**src/rtl/secded_pkg.sv**
```systemverilog
// Shared SECDED definitions: status codes, parity-count and position helpers.
// Used by the stream decoder and by the matching encoder.
package secded_pkg;

  localparam logic [1:0] ST_CLEAN  = 2'b00;
  localparam logic [1:0] ST_SINGLE = 2'b01;
  localparam logic [1:0] ST_DOUBLE = 2'b10;
  localparam logic [1:0] ST_PARITY = 2'b11;

  // Smallest p with 2^p >= data_w + p + 1.
  function automatic int parity_bits(input int data_w);
    int p;
    p = 1;
    while ((1 << p) < data_w + p + 1) p++;
    return p;
  endfunction

  function automatic bit is_pow2(input int x);
    return (x > 0) && ((x & (x - 1)) == 0);
  endfunction

  // Hamming position (1-based) that carries data bit idx.
  function automatic int data_pos(input int idx);
    int pos;
    int seen;
    pos  = 0;
    seen = -1;
    while (seen < idx) begin
      pos++;
      if (!is_pow2(pos)) seen++;
    end
    return pos;
  endfunction

  // Positions (bit i = position i+1) that contribute to syndrome bit k.
  function automatic logic [63:0] syn_mask(input int k, input int n);
    logic [63:0] m;
    m = '0;
    for (int i = 0; i < n; i++) begin
      if ((((i + 1) >> k) & 1) != 0) m[i] = 1'b1;
    end
    return m;
  endfunction

endpackage

```
**src/rtl/secded_syndrome.sv**
```systemverilog
// Combinational Hamming syndrome and overall-parity mismatch of one codeword.
module secded_syndrome
  import secded_pkg::*;
#(
  parameter  int DATA_W = 4,
  localparam int P      = parity_bits(DATA_W),
  localparam int N      = DATA_W + P,
  localparam int CW     = N + 1
) (
  input  logic [CW-1:0] code,
  output logic [P-1:0]  syndrome,
  output logic          overall
);

  genvar gi;
  generate
    for (gi = 0; gi < P; gi++) begin : g_syn
      localparam logic [63:0] MASK = syn_mask(gi, N);
      assign syndrome[gi] = ^(code[N-1:0] & MASK[N-1:0]);
    end
  endgenerate

  assign overall = ^code;

endmodule

```
**src/rtl/secded_stream_decoder.sv**
```systemverilog
// Two-stage streaming SECDED decoder with valid/ready handshakes, optional
// single-error correction and saturating error counters.
module secded_stream_decoder
  import secded_pkg::*;
#(
  parameter  int DATA_W = 4,
  parameter  int CNT_W  = 8,
  localparam int P      = parity_bits(DATA_W),
  localparam int N      = DATA_W + P,
  localparam int CW     = N + 1
) (
  input  logic              clk,
  input  logic              rst_n,
  input  logic              in_valid,
  output logic              in_ready,
  input  logic [CW-1:0]     in_code,
  input  logic              cfg_correct,
  output logic              out_valid,
  input  logic              out_ready,
  output logic [DATA_W-1:0] out_data,
  output logic [1:0]        out_status,
  output logic [P-1:0]      out_err_pos,
  input  logic              clr_cnt,
  output logic [CNT_W-1:0]  cnt_single,
  output logic [CNT_W-1:0]  cnt_double
);

  logic [P-1:0]      in_syn;
  logic              in_ovr;
  logic [DATA_W-1:0] in_raw;
  logic [DATA_W-1:0] fix_mask;

  logic              s1_valid_q, s1_valid_d;
  logic [DATA_W-1:0] s1_data_q, s1_data_d;
  logic [P-1:0]      s1_syn_q, s1_syn_d;
  logic              s1_ovr_q, s1_ovr_d;
  logic              s1_cfg_q, s1_cfg_d;

  logic              out_valid_q, out_valid_d;
  logic [DATA_W-1:0] out_data_q, out_data_d;
  logic [1:0]        out_status_q, out_status_d;
  logic [P-1:0]      out_pos_q, out_pos_d;

  logic [CNT_W-1:0]  cnt_single_q, cnt_single_d;
  logic [CNT_W-1:0]  cnt_double_q, cnt_double_d;

  logic              s2_advance;
  logic [1:0]        s1_status;
  logic [DATA_W-1:0] s1_corr;
  logic              out_fire;

  secded_syndrome #(.DATA_W(DATA_W)) u_syndrome (
    .code     (in_code),
    .syndrome (in_syn),
    .overall  (in_ovr)
  );

  // Only payload positions are kept past stage 0; syndrome and O carry the rest.
  genvar gi;
  generate
    for (gi = 0; gi < DATA_W; gi++) begin : g_data
      localparam int POS = data_pos(gi);
      assign in_raw[gi]   = in_code[POS-1];
      assign fix_mask[gi] = (s1_syn_q == P'(POS));
    end
  endgenerate

  assign s2_advance = !out_valid_q || out_ready;
  assign in_ready   = !s1_valid_q || s2_advance;
  assign out_fire   = out_valid_q && out_ready;

  always_comb begin
    s1_valid_d = s1_valid_q;
    s1_data_d  = s1_data_q;
    s1_syn_d   = s1_syn_q;
    s1_ovr_d   = s1_ovr_q;
    s1_cfg_d   = s1_cfg_q;
    if (in_ready) begin
      s1_valid_d = in_valid;
      if (in_valid) begin
        s1_data_d = in_raw;
        s1_syn_d  = in_syn;
        s1_ovr_d  = in_ovr;
        s1_cfg_d  = cfg_correct;
      end
    end
  end

  always_comb begin
    s1_status = ST_CLEAN;
    if (s1_syn_q == '0) begin
      s1_status = s1_ovr_q ? ST_PARITY : ST_CLEAN;
    end else if (s1_ovr_q && (s1_syn_q <= P'(N))) begin
      s1_status = ST_SINGLE;
    end else begin
      s1_status = ST_DOUBLE;
    end
    s1_corr = s1_data_q;
    // A flipped parity position leaves fix_mask all-zero, so data is untouched.
    if (s1_status == ST_SINGLE && s1_cfg_q) s1_corr = s1_data_q ^ fix_mask;
  end

  // The syndrome is zero exactly for statuses 00 and 11, so it is the position.
  always_comb begin
    out_valid_d  = out_valid_q;
    out_data_d   = out_data_q;
    out_status_d = out_status_q;
    out_pos_d    = out_pos_q;
    if (s2_advance) begin
      out_valid_d = s1_valid_q;
      if (s1_valid_q) begin
        out_data_d   = s1_corr;
        out_status_d = s1_status;
        out_pos_d    = s1_syn_q;
      end
    end
  end

  always_comb begin
    cnt_single_d = cnt_single_q;
    cnt_double_d = cnt_double_q;
    if (clr_cnt) begin
      cnt_single_d = '0;
      cnt_double_d = '0;
    end else if (out_fire) begin
      if ((out_status_q == ST_SINGLE || out_status_q == ST_PARITY) && !(&cnt_single_q))
        cnt_single_d = cnt_single_q + CNT_W'(1);
      if (out_status_q == ST_DOUBLE && !(&cnt_double_q))
        cnt_double_d = cnt_double_q + CNT_W'(1);
    end
  end

  always_ff @(posedge clk or negedge rst_n) begin
    if (!rst_n) begin
      s1_valid_q   <= 1'b0;
      s1_data_q    <= '0;
      s1_syn_q     <= '0;
      s1_ovr_q     <= 1'b0;
      s1_cfg_q     <= 1'b0;
      out_valid_q  <= 1'b0;
      out_data_q   <= '0;
      out_status_q <= ST_CLEAN;
      out_pos_q    <= '0;
      cnt_single_q <= '0;
      cnt_double_q <= '0;
    end else begin
      s1_valid_q   <= s1_valid_d;
      s1_data_q    <= s1_data_d;
      s1_syn_q     <= s1_syn_d;
      s1_ovr_q     <= s1_ovr_d;
      s1_cfg_q     <= s1_cfg_d;
      out_valid_q  <= out_valid_d;
      out_data_q   <= out_data_d;
      out_status_q <= out_status_d;
      out_pos_q    <= out_pos_d;
      cnt_single_q <= cnt_single_d;
      cnt_double_q <= cnt_double_d;
    end
  end

  assign out_valid   = out_valid_q;
  assign out_data    = out_data_q;
  assign out_status  = out_status_q;
  assign out_err_pos = out_pos_q;
  assign cnt_single  = cnt_single_q;
  assign cnt_double  = cnt_double_q;

endmodule

```
**config.mk**
```make
export PLATFORM = sky130hd
export DESIGN_NAME = secded_stream_decoder
export DESIGN_NICKNAME = d
export VERILOG_FILES = /design/src/rtl/secded_pkg.sv /design/src/rtl/secded_syndrome.sv /design/src/rtl/secded_stream_decoder.sv
export SDC_FILE = /design/constraint.sdc
export NUM_CORES = 1
export LEC_CHECK = 0
export CAP_MARGIN = 0
export CORE_ASPECT_RATIO = 1.2
export CORE_MARGIN = 3
export CORE_UTILIZATION = 49
export CTS_CLUSTER_SIZE = 30
export DETAILED_ROUTE_END_ITERATION = 10
export PLACE_DENSITY = 0.9
export SYNTH_ARGS = -nofsm -noshare
export SYNTH_HDL_FRONTEND = slang
export SYNTH_HIERARCHICAL = 1
export SYNTH_SLANG_ARGS = --single-unit
```
**constraint.sdc**
```tcl
create_clock -name clk -period 1.9 [get_ports clk]
set_clock_uncertainty 0.15 [all_clocks]
set_input_delay 0.475 -clock clk [delete_from_list [all_inputs] [get_ports clk]]
set_output_delay 0.475 -clock clk [all_outputs]
set_load 0.05 [all_outputs]
```
==> results.sh <==
export IMPL_status="finished, final reports clean"
export IMPL_placed_cells=255
export IMPL_tritoncts="built"
export IMPL_vias=1517
export IMPL_cts_root_buf="clkbuf_8"
export IMPL_wl_per_cell_um=14.7
export IMPL_routabilityCongestion=0.813
export IMPL_place_hpwl_um=3020
export IMPL_fp_coreArea_um2=3420
export IMPL_die_area_um2=4420
export IMPL_groute_layer_met3_usage_pct=5.87
export IMPL_met1_usage_pct=21.5
export IMPL_drtIter0Drc=81
export IMPL_synthMuxAreaShare_pct=10.5
export IMPL_synth_main_ff_cell="dfrtp_1"
export IMPL_track_usage_pct=19.9
export IMPL_clock_fmax_mhz=537
export IMPL_synth_area_um2=1790
export IMPL_drv_slew=0
export IMPL_ys_seq_elements=36
export IMPL_num_rows=23
export IMPL_hp_class="in2async"
export IMPL_post_synth_cell_area_avg_um2=11.1
export IMPL_nNetsFinal=242
export IMPL_die_h_um=72.2
export IMPL_drtPass1Iterations=4
export IMPL_grt_util_met2_pct=34.2
export IMPL_synth_fa_ha_area_share_pct=1.40
export IMPL_synthSimpleGateAreaFrac_pct=17.7
export IMPL_cts_sinks=36
export IMPL_busiest_layer="met2"
export IMPL_crit_type="in2out"
export IMPL_yosysWarnings=6
export IMPL_layout_worst_path_cycle_share_pct=98.0
export IMPL_layout_drive_gt1_share_pct=34.4
export IMPL_final_antenna_net_count=0
export IMPL_required_ns=1.27
export IMPL_crit_arrival_ns=1.24
export IMPL_routed_via_density=5.75
export IMPL_power_mw=2.55
export IMPL_cp_startpoint="out_ready"
export IMPL_rsz0062_at_grt="false"
export IMPL_pin_count=41
export IMPL_r2r_end="cnt_single[5]"
export IMPL_synth_compound_area_share_pct=9.36
export IMPL_drc=0
export IMPL_hold_viol=0
export IMPL_startpoint_type="input port"
export IMPL_gr_total_overflow=0
export IMPL_cts_clk_slew_worst_paths_ns=0.07
export IMPL_antenna_found_initial=0
export IMPL_end_kind="output pin"
export IMPL_grt_pass1_vias=1524
export IMPL_rrSetupSlack_ns=0.15
export IMPL_htree_levels=2
export IMPL_endpoint="in_ready"
export IMPL_cap_violations=0
export IMPL_seq_area_frac_synth_pct=50.3
export IMPL_period_needed_ns=1.86
export IMPL_peakVddDrop_uv=510
export IMPL_max_clock_path_buffers=2
export IMPL_start_util_pct=52.3
export IMPL_synth_distinct_cells=39
export IMPL_setup_viol=0
export IMPL_synthArstFlopShare_pct=100
export IMPL_worst_pin_slew_ns=0.456
export IMPL_leakage_nw=1.16
export IMPL_synth_top_family_by_area="simple AND/OR/NAND/NOR gates"
export IMPL_numCtsBuffers=5
export IMPL_syn_nets=177
export IMPL_port_buffers=40
export IMPL_synth_xor_area_share_pct=9.71
export IMPL_grt_max_degree=13
export IMPL_synth_edf_count=0
export IMPL_totalWireLength_um=3870
export IMPL_r2r_start="cnt_single[7]"
export IMPL_area_growth_pct=48.4
export IMPL_synthCells=161
export IMPL_slew_headroom_pct=69.2
export IMPL_die_x_um=61.2
export IMPL_diodes=0
export IMPL_reg2reg_depth=4
export IMPL_clkLatencyLatePin_ns=0.29
export IMPL_grt_pass1_wl_um=6480
export IMPL_critPathMaxFanout=5
export IMPL_powerDensity_nw_per_um2=958
export IMPL_layout_cells_non_filler=264
metrics by stage:
step,util (%),hold slack (ns),setup WS [ns],instance area (um2),setup TNS (ns)
2_1_floorplan,-,0.0294,-0.0753,1800,-0.641
3_3_place_gp,74.7,0.312,-0.235,2560,-4.29
3_5_place_dp,74.7,0.323,-0.266,2560,-5.29
4_1_cts,77.6,0.320,0.0563,2660,0
5_1_grt,77.6,0.330,0.0101,2660,0
6_report,77.6,0.325,0.0380,2660,0
synthesized netlist by cell type (2+ instances only):
| cell | number | area (um2) |
|---|---|---|
| mux2_2 | 14 | 158 |
| mux2i_1 | 3 | 30.0 |
| o21ai_0 | 8 | 40.0 |
| and4_1 | 2 | 17.5 |
| a211oi_1 | 3 | 22.5 |
| nor3b_1 | 2 | 15.0 |
| xor2_1 | 5 | 43.8 |
| ha_1 | 2 | 25.0 |
| a21oi_1 | 4 | 20.0 |
| nand2_1 | 12 | 45.0 |
| inv_1 | 2 | 7.51 |
| xnor2_1 | 13 | 114 |
| clkbuf_1 | 2 | 7.51 |
| nand3_1 | 4 | 20.0 |
| nor3_1 | 5 | 25.0 |
| nand2b_1 | 4 | 25.0 |
| nand4_1 | 5 | 31.3 |
| dfrtp_1 | 36 | 901 |
| nor2b_1 | 3 | 18.8 |
| nor2_1 | 13 | 48.8 |
routing by layer:
metal	up-vias	share of wire (%)	routed length, um
li1	706	-	-
met1	746	38	1480
met2	60	54	2080
met3	5	6.0	234
met4	0	2.0	76
met5	-	0	0
critical path: stages:
cell,delay (ns)
dlygate4sd2_1,0.27
nand3b_1,0.28
buf_12,0.21
what timing repair did:
item	in CTS	in global routing
hold buffers	0	0
buffers inserted	1	0
endpoints found under the setup margin	1	0
resized for setup	1	0
final cells by class:
class | instances | area (um2)
clock buffers | 6 | 82.6
well taps | 37 | 46.3
flip-flops and latches | 36 | 902
multi-input cells | 120 | 882
repair buffers | 61 | 727
inverters | 2 | 7.51
clock inverters | 2 | 10.0
fillers | 213 | 767
flip-flops by register name, indices dropped and copies added, names as in the netlist:
signal and count:
cnt_single 8, out_status 2, out_valid 1, s1_ovr_q 1, out_data 4, s1_data_q 4, s1_syn_q 3, s1_valid_q 1
s1_cfg_q 1, out_err_pos 3, cnt_double 8
logic make-up after synthesis:
family          count (synthesis)
compound gates                 23
simple gates                   59
buf+inv                         5
mux                            17
xor+xnor                       19
flops                          36
fa+ha+maj                       2
layout by cell type (no fill, tap or decap), types with 5 or more instances in the layout:
cell type	n
dfrtp_1	35
buf_4	29
buf_12	19
mux2_2	13
nor2_1	13
xnor2_1	13
clkdlybuf4s50_1	12
nand2_1	11
o21ai_0	8
clkbuf_8	6
nand4_1	5
nor3_1	5
xor2_1	5
report_power, final:
group          switching, mW  internal [mW]
Combinational          0.517          0.428
Sequential             0.140          0.898
Clock                  0.274          0.289
Total                  0.931           1.62
how the worst min path moves through the flow:
stage / startpoint / to / depth (start not counted)
after floorplan: rst_n / cnt_double[0] / 0
after detailed placement: out_data[3] / out_data[3] / 2
after CTS: rst_n / out_valid / 1
after global placement: s1_valid_q / out_valid / 1
after global routing: rst_n / cnt_double[6] / 1
final: rst_n / cnt_double[2] / 1
(Power assumes the default switching activity.)
